[src/rtl/id_ex_stage_reg.sv]
// ID/EX pipeline register with load-use hazard detection, stall hold and flush bubble.
// Optional bubble counter enabled by defining ID_EX_PERF_CNT_EN.
module id_ex_stage_reg #(
  parameter int DATA_W = 32,
  parameter int RA_W   = 5
) (
  input  logic              clk,
  input  logic              rst,
  input  logic              id_valid,
  input  logic [RA_W-1:0]   id_rs1,
  input  logic [RA_W-1:0]   id_rs2,
  input  logic              id_uses_rs2,
  input  logic [RA_W-1:0]   id_rd,
  input  logic [DATA_W-1:0] id_rs1_data,
  input  logic [DATA_W-1:0] id_rs2_data,
  input  logic [DATA_W-1:0] id_imm,
  input  logic              id_alusrc,
  input  logic              id_regwrite,
  input  logic              id_memread,
  input  logic              id_memwrite,
  input  logic              id_memtoreg,
  input  logic              flush,
  input  logic              ex_stall,
  output logic              hazard_stall,
  output logic              ex_valid,
  output logic [RA_W-1:0]   ex_rs1,
  output logic [RA_W-1:0]   ex_rs2,
  output logic [RA_W-1:0]   ex_rd,
  output logic [DATA_W-1:0] ex_rs1_data,
  output logic [DATA_W-1:0] ex_rs2_data,
  output logic [DATA_W-1:0] ex_imm,
  output logic              ex_alusrc,
  output logic              ex_regwrite,
  output logic              ex_memread,
  output logic              ex_memwrite,
  output logic              ex_memtoreg
`ifdef ID_EX_PERF_CNT_EN
  ,
  output logic [31:0]       bubble_cnt
`endif
);

  // Control vector order: {alusrc, regwrite, memread, memwrite, memtoreg}
  localparam int CTRL_MR = 2;

  logic              valid_q,    valid_d;
  logic [RA_W-1:0]   rs1_q,      rs1_d;
  logic [RA_W-1:0]   rs2_q,      rs2_d;
  logic [RA_W-1:0]   rd_q,       rd_d;
  logic [DATA_W-1:0] rs1_data_q, rs1_data_d;
  logic [DATA_W-1:0] rs2_data_q, rs2_data_d;
  logic [DATA_W-1:0] imm_q,      imm_d;
  logic [4:0]        ctrl_q,     ctrl_d;
  logic              hazard_s;

  always_comb begin
    hazard_s = 1'b0;
    if (rst || flush) begin
      hazard_s = 1'b0;
    end else begin
      hazard_s = id_valid && valid_q && ctrl_q[CTRL_MR] &&
                 (rd_q != {RA_W{1'b0}}) &&
                 ((rd_q == id_rs1) || (id_uses_rs2 && (rd_q == id_rs2)));
    end
  end

  always_comb begin
    valid_d    = valid_q;
    rs1_d      = rs1_q;
    rs2_d      = rs2_q;
    rd_d       = rd_q;
    rs1_data_d = rs1_data_q;
    rs2_data_d = rs2_data_q;
    imm_d      = imm_q;
    ctrl_d     = ctrl_q;
    if (flush) begin
      valid_d = 1'b0;
      ctrl_d  = 5'b0_0000;
    end else if (ex_stall) begin
      valid_d = valid_q;
    end else if (hazard_s) begin
      // Bubble: kill valid and side effects, leave data fields as they were
      valid_d = 1'b0;
      ctrl_d  = 5'b0_0000;
    end else begin
      valid_d    = id_valid;
      rs1_d      = id_rs1;
      rs2_d      = id_rs2;
      rd_d       = id_rd;
      rs1_data_d = id_rs1_data;
      rs2_data_d = id_rs2_data;
      imm_d      = id_imm;
      ctrl_d     = {id_alusrc, id_regwrite, id_memread, id_memwrite, id_memtoreg} & {5{id_valid}};
    end
  end

  always_ff @(posedge clk) begin
    if (rst) begin
      valid_q    <= 1'b0;
      rs1_q      <= {RA_W{1'b0}};
      rs2_q      <= {RA_W{1'b0}};
      rd_q       <= {RA_W{1'b0}};
      rs1_data_q <= {DATA_W{1'b0}};
      rs2_data_q <= {DATA_W{1'b0}};
      imm_q      <= {DATA_W{1'b0}};
      ctrl_q     <= 5'b0_0000;
    end else begin
      valid_q    <= valid_d;
      rs1_q      <= rs1_d;
      rs2_q      <= rs2_d;
      rd_q       <= rd_d;
      rs1_data_q <= rs1_data_d;
      rs2_data_q <= rs2_data_d;
      imm_q      <= imm_d;
      ctrl_q     <= ctrl_d;
    end
  end

`ifdef ID_EX_PERF_CNT_EN
  logic [31:0] bubble_cnt_q;

  // Counts only bubbles actually inserted; saturates instead of wrapping
  always_ff @(posedge clk) begin
    if (rst) begin
      bubble_cnt_q <= 32'h0000_0000;
    end else if (!flush && !ex_stall && hazard_s && (bubble_cnt_q != 32'hFFFF_FFFF)) begin
      bubble_cnt_q <= bubble_cnt_q + 32'h0000_0001;
    end else begin
      bubble_cnt_q <= bubble_cnt_q;
    end
  end

  assign bubble_cnt = bubble_cnt_q;
`endif

  assign hazard_stall = hazard_s;
  assign ex_valid     = valid_q;
  assign ex_rs1       = rs1_q;
  assign ex_rs2       = rs2_q;
  assign ex_rd        = rd_q;
  assign ex_rs1_data  = rs1_data_q;
  assign ex_rs2_data  = rs2_data_q;
  assign ex_imm       = imm_q;
  assign ex_alusrc    = ctrl_q[4];
  assign ex_regwrite  = ctrl_q[3];
  assign ex_memread   = ctrl_q[2];
  assign ex_memwrite  = ctrl_q[1];
  assign ex_memtoreg  = ctrl_q[0];

endmodule

[config.mk]
export PLATFORM = sky130hd
export DESIGN_NAME = id_ex_stage_reg
export DESIGN_NICKNAME = d
export VERILOG_FILES = /design/src/rtl/id_ex_stage_reg.sv
export SDC_FILE = /design/constraint.sdc
export NUM_CORES = 1
export LEC_CHECK = 0
export CORE_ASPECT_RATIO = 0.7
export CORE_UTILIZATION = 60
export CTS_CLUSTER_SIZE = 40
export DETAILED_ROUTE_END_ITERATION = 8
export DONT_BUFFER_PORTS = 1
export GPL_TIMING_DRIVEN = 0
export PLACE_DENSITY = 0.82
export SLEW_MARGIN = 20
export SYNTH_ARGS = -nofsm -noshare
export SYNTH_HDL_FRONTEND = slang
export SYNTH_SLANG_ARGS = --single-unit
[constraint.sdc]
create_clock -name clk -period 3.3 [get_ports clk]
set_input_delay 0.66 -clock clk [delete_from_list [all_inputs] [get_ports clk]]
set_output_delay 0.66 -clock clk [all_outputs]
set_load 0.05 [all_outputs]
**Word-level counts from Yosys, hierarchy flattened**

Cells that the tools add are included.

- Logic and storage cells: 27
- Register bits: 117
- Output and inout bits: 118
- Input bits: 122

- Muxes and demuxes: 3
- Eq/ne operators: 2
- Bitwise logic cells: 4
- Reductions and logical operators: 10

Operators by type and width:

| kind | number |
|---|---|
| equality test 5 bit | 2 |
| bitwise AND 5 bit | 1 |
| logical AND 1 bit | 5 |
| 2-to-1 mux 5 bit | 1 |
| nonzero test 5 bit | 1 |
| inverter 1 bit | 3 |
| AND reduction 3 bit | 1 |
| logical OR 1 bit | 2 |
| 2-to-1 mux 1 bit | 2 |
| OR reduction 2 bit | 1 |

**Logic depth before layout (Yosys ltp)**

- Depth in word-level cells: 7
- Depth in mapped cells: 10

**Worst setup path after synthesis**

Ideal clock, no wire load.

- Path kind: input to output
- Start point: input port rst
- End point: output port hazard_stall
- Setup slack: 0.559 ns
- Buffers on the path: 2
- Data arrival time: 2.081 ns
- Stages: 6
- Required time: 2.640 ns
- Cell sequence: clkbuf_1 > or2_1 > clkbuf_1 > nor2_1 > o21ai_2 > nor2_1

- Cells in the longest elaborated chain, start to end: 2

Ends and longest elaborated chain:

| element | RTL line | RTL |
|---|---|---|
| start, declared | 8 | `input logic rst,` |
| logical OR 1 bit | 58 | `if (rst \|\| flush) begin` |
| 2-to-1 mux 1 bit | 58 |  |
| end, declared | 24 | `output logic hazard_stall,` |

No other way between the ends.

**Final worst setup path**

- Start point: register rd_q[3], in the netlist ex_rd[3]
- End point: output port hazard_stall

- Cells in the longest elaborated chain, start to end: 5

Ends and longest elaborated chain:

| element | RTL line | RTL |
|---|---|---|
| start, declared | 49 | `logic [RA_W-1:0] rd_q, rd_d;` |
| start signal, assigned | 102 | `rd_q <= {RA_W{1'b0}};` |
| start signal, assigned | 111 | `rd_q <= rd_d;` |
| equality test 5 bit | 63 | `((rd_q == id_rs1) \|\| (id_uses_rs2 && (rd_q == id_rs2)));` |
| logical AND 1 bit | 63 |  |
| logical OR 1 bit | 63 |  |
| logical AND 1 bit (*) | 62 | `(rd_q != {RA_W{1'b0}}) &&` |
| 2-to-1 mux 1 bit (*) | 58 |  |

Mark *: on every way between the ends. The rest lies on a longest branch, timed or not.

==> impl_metrics.toml <==
[sta]
slew_headroom_pct = 52.2
setup_violations = 0
clock_skew_ns = 0.0135
max_freq_mhz = 321
rsz0062_at_grt = "false"
period_needed_ns = 3.11
worst_slew_pin_slew_ns = 0.716
finalMaxSlewViolations = 0
tns_ns = 0
hold_viol_final = 0
whs_ns = 0.412
fin_crit_sh_pct = 94.4

[worst_setup_path]
cpPeakStageDelay_ns = 0.75
critPathKind = "reg2out"
start_kind = "flip-flop"
crit_chain = "xor2_1 > nor4_2 > a32oi_2 > nor2_2"
required_ns = 2.64
critPathArrivalTime_ns = 2.45
rr_worst_depth = 8
slowest_stage = "dfxtp_1"
r2r_setup_slack_ns = 0.79
timing.rr.end = "ex_rs1_data[9]"
path_max_fanout = 8
cp-end-kind = "output port"
r2r-start = "ex_rd[3]"

[placement]
post-place-cells = 651
gp_congestion = 0.903
dp.final_hpwl_mm = 9.07
portBuffers = 0
placed_area_um2 = 5590

[clock_network]
cts_tree = "done"
numCtsBuffers = 17
path_clk_slew_ns = 0.05
cts_root_buf = "clkbuf_16"
cts_sinks = 117
cts_setup_buffers = 0
cts_htree_levels = 4
clock_path_buffers = 2
clk_latency_ns = 0.40

[worst_hold_path]
min_from = "id_rs1_data[8]"
holdCritPathClass = "in2reg"
min_to = "ex_rs1_data[8]"
whs_path_depth = 2

[grt]
grt_antenna_before_repair = 0
gr-total-overflow = 0
grt_pass1_wl_mm = 17.9
grt_pass1_vias = 3674
grt_max_degree = 17
grt_usage_pct = 25.2

[detailed_routing]
wire_per_inst_um = 18.0
drt-pass1-iter-count = 4
ant_nets = 0
drc = 0
dr.first_iter.drc_count = 173
dr_total_vias = 3655
finalWirelength_mm = 12.3
drt-vias-per-instance = 5.36

[logic_synthesis]
synth_xor_area_share_pct = 1.61
synth_nets = 653
synth_top_family_by_area = "simple AND/OR/NAND/NOR gates"
async_flop_share_pct = 0
synth-edff-count = 0
ys_ff_latch = 117
netlist_instances = 531
yosys.area_share.adder_pct = 0
yosys_warnings = 0
synth.cell_area_um2 = 5440
post_synth.cell_area_avg_um2 = 10.2
yosysSeqAreaShare_pct = 43.0
yosysUniqueCellTypes = 24
synth_simple_gate_area_share_pct = 27.0
synthMuxAreaShare_pct = 20.4
synth-compound-area-share_pct = 1.93
synth_area_leader_cell = "dfxtp_1"
synth_top_cell_area_share_pct = 43.0
synthTopCellsByArea = "dfxtp_1 (43%), nand2b_1 (26%), mux2i_1 (20%)"
synthFlopType = "dfxtp_1"

[floorplanning]
initial_core_util_pct = 63.2
die_w_um = 116
die_y_um = 81.7
rows = 28
core_um2 = 8620
dieArea_um2 = 9460
io_pins = 240

[pwr]
peakVddDrop_uv = 394
p_switching_uw = 1050
finalPower_uw = 3810
seq_power_share_pct = 47.0
power_frac_clock_pct = 45.5
leakage_uw = 0.00232
switching_share_pct = 27.4
pwr-share-comb_pct = 7.5
power_density_nw_per_um2 = 618
power.internal_uw = 2770

[final_layout]
n_antenna_cell = 0
most-common-layout-cells = "nand2b_1 (222), dfxtp_1 (117), mux2i_1 (111), clkbuf_1 (27), clkbuf_16 (17)"
final_area_um2 = 6170
fin_nets = 672
drive_above_1_share_pct = 8.36
final_common_cell = "nand2b_1"
fin_cells = 682
area_growth_pct = 13.3

[run_status]
run_status = "complete, no violations"

[run]
drv_cap = 0
==> critical path: cells and delay by family, from the launching register on <==
kind,cells,cell delay [ns]
xor gates and xnor gates,1,0.17
DFF,1,0.75
and+or+nand+nor,2,0.86
AOI/OAI and AO/OA,1,0.27
==> state kept, by name, summed over array words and instances, names as in the netlist <==
register	count
ex_rd	5
ex_rs1	5
ctrl_q	5
ex_imm	32
ex_rs1_data	32
ex_rs2	5
ex_rs2_data	32
ex_valid	1
==> kinds of logic after synthesis <==
kind of cell	after synthesis
compound gates	15
xor+xnor	10
buf+inv	40
flops	117
mux	111
simple gates	238
==> repair_timing <==
item / CTS / global route
setup endpoints to repair: 1 / 0
hold buffers: 0 / 0
gates resized for setup: 1 / 0
==> area by class of cell <==
| cell class | instances | area [um^2] |
|---|---|---|
| multi-input cells | 374 | 2780 |
| well taps | 120 | 150 |
| clock buffers | 23 | 498 |
| fillers | 671 | 2450 |
| flip-flops and latches | 117 | 2340 |
| plain buffers | 40 | 328 |
| clock inverters | 8 | 73.8 |
==> stage by stage <==
| stage | setup WS (ns) | util (%) |
|---|---|---|
| after floorplan | 0.559 | - |
| after global placement | 0.393 | 64.9 |
| after detailed placement | 0.384 | 64.9 |
| after CTS | 0.184 | 71.6 |
| after global routing | 0.0769 | 71.6 |
| final | 0.186 | 71.6 |
==> per-layer routing <==
layer / global-route usage (%) / part of all wire [%]
met5: 0 / 0
met4: 14.2 / 2.0
met3: 11.2 / 10
met2: 42.4 / 49
met1: 26.5 / 39
==> cell usage after synthesis (2+ instances only) <==
cell type,number
nand2b_1,222
dfxtp_1,117
mux2i_1,111
clkbuf_1,26
buf_12,10
xor2_1,9
a21oi_1,6
nand2_1,6
o211ai_1,5
nor2_1,4
buf_4,2
==> power groups by stage <==
| stage | Clock (uW) | Sequential [uW] | Combinational (uW) |
|---|---|---|---|
| 4_1_cts | 1760 | 1790 | 289 |
| 3_5_place_dp | 0 | 1820 | 286 |
| 2_1_floorplan | 0 | 1800 | 241 |
| 3_3_place_gp | 0 | 1820 | 273 |
| 5_1_grt | 1820 | 1800 | 314 |
| 6_report | 1730 | 1790 | 286 |
==> worst max-delay path by stage <==
stage / start / endpoint / slack, ns
floorplan: rst / hazard_stall / 0.56
global placement: rst / hazard_stall / 0.39
detailed placement: ex_rd[0] / hazard_stall / 0.38
CTS: ex_rd[3] / hazard_stall / 0.18
global route: ex_rd[3] / hazard_stall / 0.08
finish: ex_rd[3] / hazard_stall / 0.19
No activity file was read; power rests on OpenSTA's default activity.
